[src/rtl/cpu_ctrl_pkg.sv]
// Shared types for the hardwired control sequencer: step codes, opcodes and the strobe vector.
// The MEM_WAIT_EN build option is handled in control_sequencer; nothing here depends on it.
package cpu_ctrl_pkg;

   localparam int OPW = 5;
   localparam int IRW = 32;

   typedef enum logic [3:0] {
      S_RESET = 4'b0000,
      S_T0    = 4'b0111,
      S_T1    = 4'b1000,
      S_T2    = 4'b1001,
      S_T3    = 4'b1010,
      S_T4    = 4'b1011,
      S_T5    = 4'b1100,
      S_T6    = 4'b1101,
      S_T7    = 4'b1110,
      S_HALT  = 4'b1111
   } state_e;

   localparam logic [4:0] OP_LD   = 5'b00000;
   localparam logic [4:0] OP_LDI  = 5'b00001;
   localparam logic [4:0] OP_ST   = 5'b00010;
   localparam logic [4:0] OP_ADD  = 5'b00011;
   localparam logic [4:0] OP_SUB  = 5'b00100;
   localparam logic [4:0] OP_AND  = 5'b00101;
   localparam logic [4:0] OP_OR   = 5'b00110;
   localparam logic [4:0] OP_ADDI = 5'b01100;
   localparam logic [4:0] OP_ANDI = 5'b01101;
   localparam logic [4:0] OP_ORI  = 5'b01110;
   localparam logic [4:0] OP_MUL  = 5'b01111;
   localparam logic [4:0] OP_DIV  = 5'b10000;
   localparam logic [4:0] OP_IN   = 5'b10110;
   localparam logic [4:0] OP_OUT  = 5'b10111;
   localparam logic [4:0] OP_MFHI = 5'b11000;
   localparam logic [4:0] OP_MFLO = 5'b11001;
   localparam logic [4:0] OP_NOP  = 5'b11010;
   localparam logic [4:0] OP_HALT = 5'b11011;

   typedef struct packed {
      logic read;
      logic write;
      logic pc_out;
      logic z_low_out;
      logic z_high_out;
      logic mdr_out;
      logic c_out;
      logic in_port_out;
      logic lo_out;
      logic hi_out;
      logic ba_out;
      logic r_out;
      logic mar_in;
      logic pc_in;
      logic mdr_in;
      logic ir_in;
      logic y_in;
      logic inc_pc;
      logic hi_in;
      logic lo_in;
      logic c_in;
      logic in_in;
      logic out_in;
      logic z_in;
      logic con_in;
      logic r_in;
      logic gra;
      logic grb;
      logic grc;
      logic alu_add;
      logic alu_sub;
      logic alu_mul;
      logic alu_div;
      logic alu_and;
      logic alu_or;
   } ctrl_s;

   localparam int CTRL_W = $bits(ctrl_s);

   // Final execute step per opcode; anything unlisted (nop, I/O, moves, undefined) ends at T3.
   function automatic state_e last_step(input logic [4:0] op);
      case (op)
         OP_LD, OP_ST:   last_step = S_T7;
         OP_MUL, OP_DIV: last_step = S_T6;
         OP_LDI, OP_ADD, OP_SUB, OP_AND, OP_OR,
         OP_ADDI, OP_ANDI, OP_ORI: last_step = S_T5;
         default:        last_step = S_T3;
      endcase
   endfunction

endpackage

[src/rtl/ctrl_decode.sv]
// Combinational strobe decode from (step, opcode); all strobes low in RESET and HALT.
module ctrl_decode
   import cpu_ctrl_pkg::*;
#(
   parameter int OPW_P = OPW
) (
   input  logic [3:0]        state_i,
   input  logic [OPW_P-1:0]  opcode_i,
   output logic [CTRL_W-1:0] ctrl_o
);

   ctrl_s c;

   always_comb begin
      c = '0;
      case (state_i)
         S_T0: begin
            c.pc_out = 1'b1; c.mar_in = 1'b1; c.inc_pc = 1'b1; c.z_in = 1'b1;
         end
         S_T1: begin
            c.z_low_out = 1'b1; c.pc_in = 1'b1; c.read = 1'b1; c.mdr_in = 1'b1;
         end
         S_T2: begin
            c.mdr_out = 1'b1; c.ir_in = 1'b1;
         end
         S_T3: begin
            case (opcode_i)
               OP_ADD, OP_SUB, OP_AND, OP_OR, OP_ADDI, OP_ANDI, OP_ORI: begin
                  c.grb = 1'b1; c.r_out = 1'b1; c.y_in = 1'b1;
               end
               OP_LD, OP_LDI, OP_ST: begin
                  c.grb = 1'b1; c.ba_out = 1'b1; c.y_in = 1'b1;
               end
               OP_MUL, OP_DIV: begin
                  c.gra = 1'b1; c.r_out = 1'b1; c.y_in = 1'b1;
               end
               OP_MFHI: begin c.hi_out = 1'b1;      c.gra = 1'b1; c.r_in = 1'b1; end
               OP_MFLO: begin c.lo_out = 1'b1;      c.gra = 1'b1; c.r_in = 1'b1; end
               OP_IN:   begin c.in_port_out = 1'b1; c.gra = 1'b1; c.r_in = 1'b1; end
               OP_OUT:  begin c.gra = 1'b1; c.r_out = 1'b1; c.out_in = 1'b1; end
               default: ;
            endcase
         end
         S_T4: begin
            case (opcode_i)
               OP_ADD, OP_SUB, OP_AND, OP_OR: begin
                  c.grc = 1'b1; c.r_out = 1'b1; c.z_in = 1'b1;
               end
               OP_ADDI, OP_ANDI, OP_ORI, OP_LD, OP_LDI, OP_ST: begin
                  c.c_out = 1'b1; c.z_in = 1'b1;
               end
               OP_MUL, OP_DIV: begin
                  c.grb = 1'b1; c.r_out = 1'b1; c.z_in = 1'b1;
               end
               default: ;
            endcase
            // Address arithmetic for memory ops reuses the adder.
            c.alu_add = (opcode_i == OP_ADD) || (opcode_i == OP_ADDI) ||
                        (opcode_i == OP_LD)  || (opcode_i == OP_LDI) || (opcode_i == OP_ST);
            c.alu_sub = (opcode_i == OP_SUB);
            c.alu_and = (opcode_i == OP_AND) || (opcode_i == OP_ANDI);
            c.alu_or  = (opcode_i == OP_OR)  || (opcode_i == OP_ORI);
            c.alu_mul = (opcode_i == OP_MUL);
            c.alu_div = (opcode_i == OP_DIV);
         end
         S_T5: begin
            case (opcode_i)
               OP_ADD, OP_SUB, OP_AND, OP_OR, OP_ADDI, OP_ANDI, OP_ORI, OP_LDI: begin
                  c.z_low_out = 1'b1; c.gra = 1'b1; c.r_in = 1'b1;
               end
               OP_LD, OP_ST: begin
                  c.z_low_out = 1'b1; c.mar_in = 1'b1;
               end
               OP_MUL, OP_DIV: begin
                  c.z_low_out = 1'b1; c.lo_in = 1'b1;
               end
               default: ;
            endcase
         end
         S_T6: begin
            case (opcode_i)
               OP_LD:          begin c.read = 1'b1; c.mdr_in = 1'b1; end
               OP_ST:          begin c.gra = 1'b1; c.r_out = 1'b1; c.mdr_in = 1'b1; end
               OP_MUL, OP_DIV: begin c.z_high_out = 1'b1; c.hi_in = 1'b1; end
               default: ;
            endcase
         end
         S_T7: begin
            case (opcode_i)
               OP_LD:   begin c.mdr_out = 1'b1; c.gra = 1'b1; c.r_in = 1'b1; end
               OP_ST:   begin c.mdr_out = 1'b1; c.write = 1'b1; end
               default: ;
            endcase
         end
         default: ;
      endcase
   end

   assign ctrl_o = c;

endmodule

[src/rtl/control_sequencer.sv]
// Hardwired fetch/execute step sequencer driving every datapath control input.
// Build option MEM_WAIT_EN adds mem_ready and stalls read/write steps until it is high.
module control_sequencer
   import cpu_ctrl_pkg::*;
#(
   parameter int OPW_P = OPW,
   parameter int IRW_P = IRW
) (
   input  logic             clk,
   input  logic             clr,
   input  logic [IRW_P-1:0] ir,
`ifdef MEM_WAIT_EN
   input  logic             mem_ready,
`endif
   output logic read,
   output logic write,
   output logic PCout,
   output logic Zlowout,
   output logic Zhighout,
   output logic MDRout,
   output logic Cout,
   output logic IN_Portout,
   output logic LOout,
   output logic HIout,
   output logic BAout,
   output logic Rout,
   output logic MARIn,
   output logic PCIn,
   output logic MDRIn,
   output logic IRIn,
   output logic YIn,
   output logic IncPC,
   output logic HiIn,
   output logic LoIn,
   output logic CIn,
   output logic InIn,
   output logic OutIn,
   output logic ZIn,
   output logic CONIn,
   output logic RIn,
   output logic Gra,
   output logic Grb,
   output logic Grc,
   output logic add,
   output logic subtract,
   output logic multiply,
   output logic divide,
   output logic andSignal,
   output logic orSignal,
   output logic run,
   output logic [3:0] state
);

   state_e              state_q, state_d;
   logic [OPW_P-1:0]    opcode;
   logic [CTRL_W-1:0]   ctrl_vec;
   ctrl_s               ctrl;
   logic                stall;
   logic                unused_ir;

   assign opcode    = ir[IRW_P-1 -: OPW_P];
   assign unused_ir = ^ir[IRW_P-OPW_P-1:0];

   ctrl_decode #(.OPW_P(OPW_P)) u_decode (
      .state_i  (state_q),
      .opcode_i (opcode),
      .ctrl_o   (ctrl_vec)
   );

   assign ctrl = ctrl_s'(ctrl_vec);

`ifdef MEM_WAIT_EN
   assign stall = (ctrl.read | ctrl.write) & ~mem_ready;
`else
   assign stall = 1'b0;
`endif

   always_ff @(posedge clk or posedge clr) begin
      if (clr) state_q <= S_RESET;
      else     state_q <= state_d;
   end

   always_comb begin
      state_d = state_q;
      case (state_q)
         S_RESET: state_d = S_T0;
         S_T0:    state_d = S_T1;
         S_T1:    state_d = S_T2;
         S_T2:    state_d = S_T3;
         S_T3, S_T4, S_T5, S_T6, S_T7: begin
            if (state_q == S_T3 && opcode == OP_HALT) state_d = S_HALT;
            else if (state_q == last_step(opcode))    state_d = S_T0;
            else                                      state_d = state_e'(state_q + 4'd1);
         end
         S_HALT:  state_d = S_HALT;
         default: state_d = S_RESET;
      endcase
      // A pending memory handshake freezes the step, outputs included.
      if (stall) state_d = state_q;
   end

   assign run   = (state_q != S_RESET) && (state_q != S_HALT);
   assign state = state_q;

   assign read       = ctrl.read;
   assign write      = ctrl.write;
   assign PCout      = ctrl.pc_out;
   assign Zlowout    = ctrl.z_low_out;
   assign Zhighout   = ctrl.z_high_out;
   assign MDRout     = ctrl.mdr_out;
   assign Cout       = ctrl.c_out;
   assign IN_Portout = ctrl.in_port_out;
   assign LOout      = ctrl.lo_out;
   assign HIout      = ctrl.hi_out;
   assign BAout      = ctrl.ba_out;
   assign Rout       = ctrl.r_out;
   assign MARIn      = ctrl.mar_in;
   assign PCIn       = ctrl.pc_in;
   assign MDRIn      = ctrl.mdr_in;
   assign IRIn       = ctrl.ir_in;
   assign YIn        = ctrl.y_in;
   assign IncPC      = ctrl.inc_pc;
   assign HiIn       = ctrl.hi_in;
   assign LoIn       = ctrl.lo_in;
   assign CIn        = ctrl.c_in;
   assign InIn       = ctrl.in_in;
   assign OutIn      = ctrl.out_in;
   assign ZIn        = ctrl.z_in;
   assign CONIn      = ctrl.con_in;
   assign RIn        = ctrl.r_in;
   assign Gra        = ctrl.gra;
   assign Grb        = ctrl.grb;
   assign Grc        = ctrl.grc;
   assign add        = ctrl.alu_add;
   assign subtract   = ctrl.alu_sub;
   assign multiply   = ctrl.alu_mul;
   assign divide     = ctrl.alu_div;
   assign andSignal  = ctrl.alu_and;
   assign orSignal   = ctrl.alu_or;

endmodule
[config.mk]
export PLATFORM = sky130hd
export DESIGN_NAME = control_sequencer
export DESIGN_NICKNAME = d
export VERILOG_FILES = /design/src/rtl/cpu_ctrl_pkg.sv /design/src/rtl/ctrl_decode.sv /design/src/rtl/control_sequencer.sv
export SDC_FILE = /design/constraint.sdc
export NUM_CORES = 1
export LEC_CHECK = 0
export ABC_CLOCK_PERIOD_IN_PS = 5500
export CORE_ASPECT_RATIO = 1.25
export CORE_UTILIZATION = 36
export CTS_BUF_LIST = sky130_fd_sc_hd__clkbuf_16
export DETAILED_ROUTE_END_ITERATION = 10
export HOLD_SLACK_MARGIN = 0.12
export PLACE_DENSITY = 0.93
export SLEW_MARGIN = 10
export SYNTH_ARGS = -nofsm -noshare
export SYNTH_HDL_FRONTEND = slang
export SYNTH_SLANG_ARGS = --single-unit
[constraint.sdc]
create_clock -name clk -period 5.5 [get_ports clk]
set_input_delay 1.1 -clock clk [delete_from_list [all_inputs] [get_ports clk]]
set_output_delay 1.1 -clock clk [all_outputs]
set_load 0.02 [all_outputs]
Word-level counts from Yosys, hierarchy flattened
Memory sizes are Yosys's and may differ from the RTL's.
Cells that the tools add are included.
W data, S select, Z words.
Word-level totals
  bits in registers: 4
  memory bits (read-only): 96
  word-level logic and storage cells: 99
  memories: 1
Memory list
  (no name shown): words 32, width 3, rd ports 1, clocked after memory_dff 0, wr ports 0, RTL line cpu_ctrl_pkg.sv:82  | case (op)
Cells by class
  add/sub/neg operators: 1
  equality and inequality tests: 27
  muxes and demuxes: 45
  reduce and logical (&&, ||, !) cells: 24
Operator list (number)
  $eq A4 B4 Y1 const B: 8
  $eq A5 B5 Y1 const B: 6
  $mux W1: 26
  $pmux W4 S6: 1
  $eq A5 B4 Y1 const B: 4
  $mux W4: 5
  $reduce_or A10 Y1: 2
  $reduce_or A6 Y1: 3
  $eq A5 B3 Y1 const B: 3
  $pmux W1 S2: 7
  $reduce_or A12 Y1: 1
  $eq A5 B2 Y1 const B: 2
  $reduce_or A8 Y1: 1
  $mux W7: 1
  $logic_or A1 B1 Y1: 6
  $pmux W1 S3: 2
  $reduce_or A3 Y1: 2
  $eq A5 B1 Y1 const B: 1
  $logic_not A5 Y1: 1
  $reduce_or A5 Y1: 1
  $add A4 B1 Y4 const B: 1
  $eq A4 B3 Y1 const B: 1
  $eq A4 B4 Y1: 1
  $logic_not A4 Y1: 1
  other kinds (7): 10

Depth between registers and ports, before layout
Gate-level depths: netlist (run 1).
  depth in word-level cells: 8
  depth in mapped cells: 7
  mapped depth without buffers: 7

By module
A second synthesis (run 1) with hierarchy kept.
Unflattened totals
  cell total of the unflattened synthesis: 166
  area total of the unflattened synthesis: 1118.6 sq um
By module, submodules not included
  ctrl_decode: instances 1, cells an instance 105, area an instance 616.8 sq um, sequential area each 0.0 sq um
  control_sequencer: instances 1, cells an instance 61, area an instance 501.7 sq um, sequential area each 100.1 sq um

Worst setup path after synthesis (run 1)
Ideal clock, no wire load.
  path kind: input to output
  from: in ir[28]
  to: out Rout
  data arrival time: 2.687 ns
  setup slack: 1.713 ns
  stages on the path: 7
  path buffers: 2
  path through: buf_2 > and2_1 > clkbuf_1 > xnor2_1 > nor4_1 > a21oi_1 > o211ai_1
Between the ends
  longest elaborated chain between the ends: 4
Ends and longest elaborated chain
  from (decl): RTL line control_sequencer.sv:11  | input logic [IRW_P-1:0] ir,
  $eq A5 B5 Y1 (tied with other cells): RTL line ctrl_decode.sv:27  | case (opcode_i)
  $reduce_or A10 Y1 (no source line) or $reduce_or A6 Y1 (tied branches)
  $mux W1 (on tied branches): RTL line ctrl_decode.sv:27, ctrl_decode.sv:45
  $pmux W1 S3 (*): RTL line ctrl_decode.sv:16  | case (state_i)
  to (decl): RTL line control_sequencer.sv:26  | output logic Rout,
Every way passes the cells marked *; elsewhere a longest branch is shown, timed or not.

Worst setup path in the final report (run 1)
  from: in ir[30]
  to: out Gra
Between the ends
  longest elaborated chain between the ends: 4
Ends and longest elaborated chain
  $eq A5 B4 Y1 (tied with other cells): RTL line ctrl_decode.sv:67  | case (opcode_i)
  $reduce_or A8 Y1 or $reduce_or A6 Y1 (tied branches)
  $mux W2 or $mux W1 (tied branches): RTL line ctrl_decode.sv:67, ctrl_decode.sv:27
  $pmux W1 S4 (*): RTL line ctrl_decode.sv:16
  to (decl): RTL line control_sequencer.sv:41  | output logic Gra,
Marks and branches as above.

==> flow_summary_export.csv, run 1 <==
group,metric,value,unit
status,status,"finished, final reports clean",
clocking,cts.clk_slew.worst_paths,0.03,ns
clocking,cts_buffers,3,
clocking,post_cts_buffers,0,
layout,largest_reg_flops,4,
floorplanning,die_h,59.8,um
timing,finClkSkew,0.00130,ns
synth,syn-instance-count,154,
setup_path,crit_type,"primary input to output pin",
setup_path,crit_chain,"clkdlybuf4s50_1, or2_1, nor4_1, buf_4, nand2_1, a21o_1, nand4b_1, clkdlybuf4s50_1",
timing,fmax,217,MHz
clocking,insertion_delay,0.22,ns
floorplanning,fp.coreArea,2480,sq um
clocking,clkSinkCount,4,
setup_path,crit_arrival,3.50,ns
synth,syn_area_per_cell,6.25,sq um
timing,worst_pin_slew,0.588,ns
placed_design,placement.io_buffers,43,
synth,ys_ff_latch,4,
floorplanning,std_cell_rows,20,
route,ant_nets,0,
synth,synthMuxAreaShare,0,%
route,viasPerCell,5.48,
setup_path,critPathLaunchType,"primary input",
timing,post-route-period-util,83.6,%
floorplanning,ios,74,
route,drc,0,
global_routing,first_global_vias,1034,
synth,synth_compound_area_share,24.6,%
synth,synth_edf_count,0,
setup_path,slowest_delay,0.61,ns
flow_run,maxCapViolCount,0,
synth,async_flop_share,100,%
layout,fin_cells,221,
timing,slew_violations,0,
setup_path,critPathSlowestCell,"clkdlybuf4s50_1",
clocking,htreeDepth,1,
synth,syn_area,962,sq um
global_routing,grt_pass1_wl,4.43,mm
timing,layout_min_cycle_time,4.60,ns
global_routing,grt_max_degree,20,
setup_path,critPathTopFamily,"buffers and inverters",
floorplanning,die_w,48.2,um
route,drt-total-wl,2.89,mm
clocking,cts_tree,"done",
clocking,clockBufferDepth,2,
setup_path,critical_path.most_common_cell,"clkdlybuf4s50_1",
setup_path,required,4.40,ns
global_routing,grt.overflow.total,0,
placed_design,hpwl,2.17,mm
layout,area_growth_syn_to_layout,50.8,%
layout,num_antenna_cells,0,
layout,num-nets-final,228,
clocking,post_cts_resized,0,
route,num_vias,1212,
route,wire_per_inst,13.1,um
synth,synth_top_family_by_area,"simple AND/OR/NAND/NOR gates",
floorplanning,start_util,38.8,%
power,peakVddDrop,0.000280,V
synth,yosysSeqAreaShare,10.4,%
synth,synth_adder_area_share,5.20,%
placed_design,gp_congestion,0.946,
timing,tns,0,ns
layout,drive_above_1_share,3.19,%
synth,synth-simple-area-share,43.2,%
clocking,cts_root_buf,"clkbuf_16",
layout,final_cell_mix,"43 x clkdlybuf4s50_1, 18 x nand2_1, 14 x nand3_1, 13 x a21oi_1, 12 x nor2_1",
layout,layout_commonest_cell,"clkdlybuf4s50_1",
power,powerDensity,331,nW/um^2
worst_hold_path,hp-class,"flip-flop to flip-flop",
synth,synth_cell_type_count,45,
timing,hold_violations,0,
setup_path,crit_buf_inv,3,
timing,slew_headroom,60.7,%
setup_path,end_kind,"output pin",
timing,rsz0062_at_grt,"no",
route,drt_iter0_drc,36,
global_routing,antenna_found_initial,0,
setup_path,cp_max_fo,14,
power,p_leak,0.626,nW
clocking,cts_hold_buffers,0,
power,p_total,0.480,mW
setup_path,reg2reg_slack,3.55,ns
global_routing,grt_usage,20.5,%
synth,synthFlopType,"dfrtp_1",
timing,setup_viol,0,
synth,yosysWarnings,0,
route,drt_pre_antenna_iters,4,
synth,synth_xor_area_share,3.64,%
placed_design,dp_cells,218,
floorplanning,die_area,2880,sq um
timing,fin_hold_ws,0.804,ns
==> logic make-up (layout without fill, tap and decap cells) <==
logic type | after synthesis | count (layout)
AND/OR/NAND/NOR | 78 | 78
AO/OA/AOI/OAI | 36 | 36
buffers and inverters | 27 | 59
adder cells (fa/ha/maj) | 4 | 4
XOR/XNOR | 4 | 4
flip-flops | 4 | 4
other | 1 | 3
==> worst paths after layout <==
check                      startpoint       end  cells after the start
setup / recovery               ir[30]       Gra                      8
hold / removal               state[0]  state[0]                      3
setup reg to reg             state[0]  state[2]                      7
hold reg to reg              state[0]  state[0]                      3
max in group asynchronous         clr  state[0]                      2
min in group asynchronous         clr  state[2]                      2
==> layout make-up <==
cell class | count | area [sq um]
well taps | 33 | 41.3
multi-input cells | 125 | 748
flip-flops and latches | 4 | 100
clock buffers | 3 | 75.1
inverters | 11 | 41.3
fillers | 238 | 1030
repair buffers | 45 | 445
==> through the flow <==
step	instance area, sq um	util, %	setup slack (ns)
floorplan	970	-	1.71
finish	1450	58.6	0.900
CTS	1450	58.6	0.909
global route	1450	58.6	0.725
global placement	1380	55.6	0.947
detailed placement	1380	55.6	0.912
==> per-layer routing <==
layer | global-route usage (%) | up-vias | wire (um) | part of all wire (%)
met3 | 1.51 | 2 | 107 | 3.7
met1 | 24.6 | 550 | 1230 | 42
met4 | 6.75 | 0 | 14 | 0.48
met2 | 36.4 | 46 | 1550 | 53
met5 | 0 | - | 0 | 0
li1 | - | 614 | - | -
==> synth_stat cells, types with 2 or more instances <==
cell type  number  area share [%]
and3_1          4             2.6
a21o_1          3             2.3
inv_1          11             4.3
or4_1           2             1.6
nand2_1        18             7.0
ha_1            4             5.2
nor2b_1         2             1.3
nand4b_1        3             2.7
clkbuf_1        9             3.5
nor4_1          4             2.6
nand2b_1        4             2.6
o21ai_0         5             2.6
o22ai_1         2             1.3
xnor2_1         3             2.7
a21oi_1        13             6.8
buf_4           5             3.9
dfrtp_1         4              10
nand3_1        14             7.3
o32ai_1         2             1.8
nor3_1          5             2.6
nor3b_1         2             1.6
nor2_1         12             4.7
==> tightest hold or removal path, cell delays in order (launching register included) <==
cell and delay, ns:
dfrtp_1 0.44, nand3_1 0.11, o22ai_1 0.08, a21oi_1 0.13
==> where the power goes <==
group | internal, mW | switching [mW] | leakage (nW)
sequential | 0.0412 | 0.0351 | 0.0476
combinational | 0.128 | 0.166 | 0.541
clock | 0.0926 | 0.0177 | 0.0370
total | 0.261 | 0.219 | 0.626
(Power assumes the default switching activity.)
==> run 2: changes to the inputs <==
--- a/config.mk
+++ b/config.mk
@@ -5,13 +5,13 @@
 export SDC_FILE = /design/constraint.sdc
 export NUM_CORES = 1
 export LEC_CHECK = 0
-export ABC_CLOCK_PERIOD_IN_PS = 5500
+export ABC_CLOCK_PERIOD_IN_PS = 4810
 export CORE_ASPECT_RATIO = 1.25
-export CORE_UTILIZATION = 36
+export CORE_UTILIZATION = 34
 export CTS_BUF_LIST = sky130_fd_sc_hd__clkbuf_16
 export DETAILED_ROUTE_END_ITERATION = 10
 export HOLD_SLACK_MARGIN = 0.12
-export PLACE_DENSITY = 0.93
+export PLACE_DENSITY = 0.88
 export SLEW_MARGIN = 10
 export SYNTH_ARGS = -nofsm -noshare
 export SYNTH_HDL_FRONTEND = slang
==> constraint.sdc (replaced) <==
create_clock -name clk -period 4.81 [get_ports clk]
set_input_delay 0.962 -clock clk [delete_from_list [all_inputs] [get_ports clk]]
set_output_delay 0.962 -clock clk [all_outputs]
set_load 0.02 [all_outputs]
==> run 2 against run 1 <==
  * Count of clock-buffer cells in the layout stayed put
  * Register-to-register slack worse by 0.64 ns
  * Cell count grew 1.4%
  * Sequential power up 15%
  * Total power grew 16%
  * Core utilization down 3.8 points
  * Sequential cell count unchanged
  * Combinational power increased by 15%
  * Final area grew 1.1%
  * Global-route usage shrank 1.0 points
  * Hold slack gained 0.012 ns
  * Via count is 2.6% higher
  * Critical endpoint is now Rout
==> flow_summary_export.csv, run 2 (synthesis gave the netlist of run 1 again) <==
group,metric,value,unit
status,status,"finished, final reports clean",
floorplanning,ios,74,
global_routing,grt_max_degree,20,
floorplanning,std_cell_rows,21,
power,peakVddDrop,0.000323,V
global_routing,grt_pass1_wl,4.65,mm
route,ant_nets,0,
layout,largest_reg_flops,4,
flow_run,maxCapViolCount,0,
placed_design,place_area,1390,sq um
power,p_total,0.555,mW
setup_path,critPathLaunchType,"primary input",
clocking,insertion_delay,0.23,ns
setup_path,required,3.85,ns
setup_path,r2r.worst_path.cells,7,
power,pwr-share-comb,60.7,%
clocking,cts.clk_slew.worst_paths,0.03,ns
layout,final_util,54.8,%
timing,tns,0,ns
route,drt-total-wl,2.91,mm
power,power_switching,0.254,mW
setup_path,end_kind,"output pin",
timing,layout_setup_ws,0.514,ns
power,clkPwrFrac,23.5,%
timing,fmax,233,MHz
worst_hold_path,hp-class,"flip-flop to flip-flop",
clocking,clkSinkCount,4,
timing,hold_violations,0,
clocking,cts_buffers,3,
timing,rsz0062_at_grt,"no",
timing,post-route-period-util,89.3,%
floorplanning,fp.coreArea,2680,sq um
layout,num-nets-final,230,
power,p_leak,0.636,nW
placed_design,hpwl,2.22,mm
layout,drive_above_1_share,4.21,%
route,drc,0,
clocking,clockBufferDepth,2,
placed_design,gp_congestion,0.936,
timing,slew_headroom,61.1,%
placed_design,dp_cells,221,
floorplanning,die_w,49.6,um
power,powerDensity,378,nW/um^2
global_routing,grtUsageMet3,0.988,%
global_routing,met1_usage,22.9,%
clocking,post_cts_resized,0,
clocking,cts_hold_buffers,0,
floorplanning,start_util,35.9,%
clocking,post_cts_buffers,0,
layout,final.fill_count,272,
global_routing,antenna_found_initial,0,
global_routing,grt_usage,19.4,%
layout,num_antenna_cells,0,
power,internal_power,0.300,mW
setup_path,crit_arrival,3.33,ns
route,wire_per_inst,13.0,um
clocking,cts_root_buf,"clkbuf_16",
layout,final_area,1470,sq um
layout,final_cell_mix,"43 x clkdlybuf4s50_1, 18 x nand2_1, 14 x nand3_1, 13 x a21oi_1, 12 x nor2_1",
timing,slew_violations,0,
clocking,cts_tree,"done",
timing,fin_hold_ws,0.816,ns
layout,fin_cells,224,
global_routing,gr-usage-met2,36.3,%
global_routing,grt-busiest-layer,"met2",
floorplanning,die_area,3050,sq um
setup_path,cp_max_fo,15,
power,switching_share,45.9,%
timing,setup_viol,0,
route,viasPerCell,5.55,
floorplanning,die_h,61.5,um
setup_path,crit_type,"primary input to output pin",
global_routing,grt.overflow.total,0,
layout,regArea,100,sq um
layout,area_growth_syn_to_layout,52.5,%
layout,layout_commonest_cell,"clkdlybuf4s50_1",
global_routing,first_global_vias,1083,
timing,finClkSkew,0.000339,ns
route,num_vias,1243,
layout,multi_input_area,748,sq um
power,power_frac_seq,15.8,%
timing,worst_pin_slew,0.582,ns
route,drt_pre_antenna_iters,4,
worst_hold_path,hold_depth,3,
clocking,htreeDepth,1,
route,drt_iter0_drc,43,
timing,layout_min_cycle_time,4.30,ns
placed_design,placement.io_buffers,43,
placed_design,pre_cts_slack,0.542,ns
run 2: layout make-up:
cell class,instances,area share [%]
clock buffer,3,5.12
inverter,11,2.81
multi-input combinational,125,51.0
sequential,4,6.82
tap,34,2.90
timing repair buffer,47,31.4
run 2: per-layer routing:
metal | vias up | share of wire [%]
met1 | 582 | 43
met5 | - | 0
met2 | 41 | 52
met4 | 0 | 1.3
li1 | 616 | -
met3 | 4 | 4.1
run 2: critical path: stages:
cell and delay (ns):
clkdlybuf4s50_1 0.76, and2_1 0.33, xnor2_1 0.10, nor4_1 0.35
a21oi_1 0.08, o211ai_1 0.12, clkdlybuf4s50_1 0.64
run 2: power groups by stage:
stage	logic, mW	clock network (mW)	registers (mW)
after floorplan	0.231	0	0.0804
after global placement	0.329	0	0.0863
after detailed placement	0.335	0	0.0868
after CTS	0.336	0.132	0.0865
after global routing	0.374	0.136	0.0919
final	0.336	0.130	0.0877
run 2: worst paths after layout:
check | startpoint | endpoint | slack (ns)
setup / recovery | ir[27] | Rout | 0.51
hold / removal | state[0] | state[0] | 0.82
setup reg to reg | state[0] | state[0] | 2.91
hold reg to reg | state[0] | state[0] | 0.82
max in group asynchronous | clr | state[2] | 3.74
min in group asynchronous | clr | state[3] | 0.93
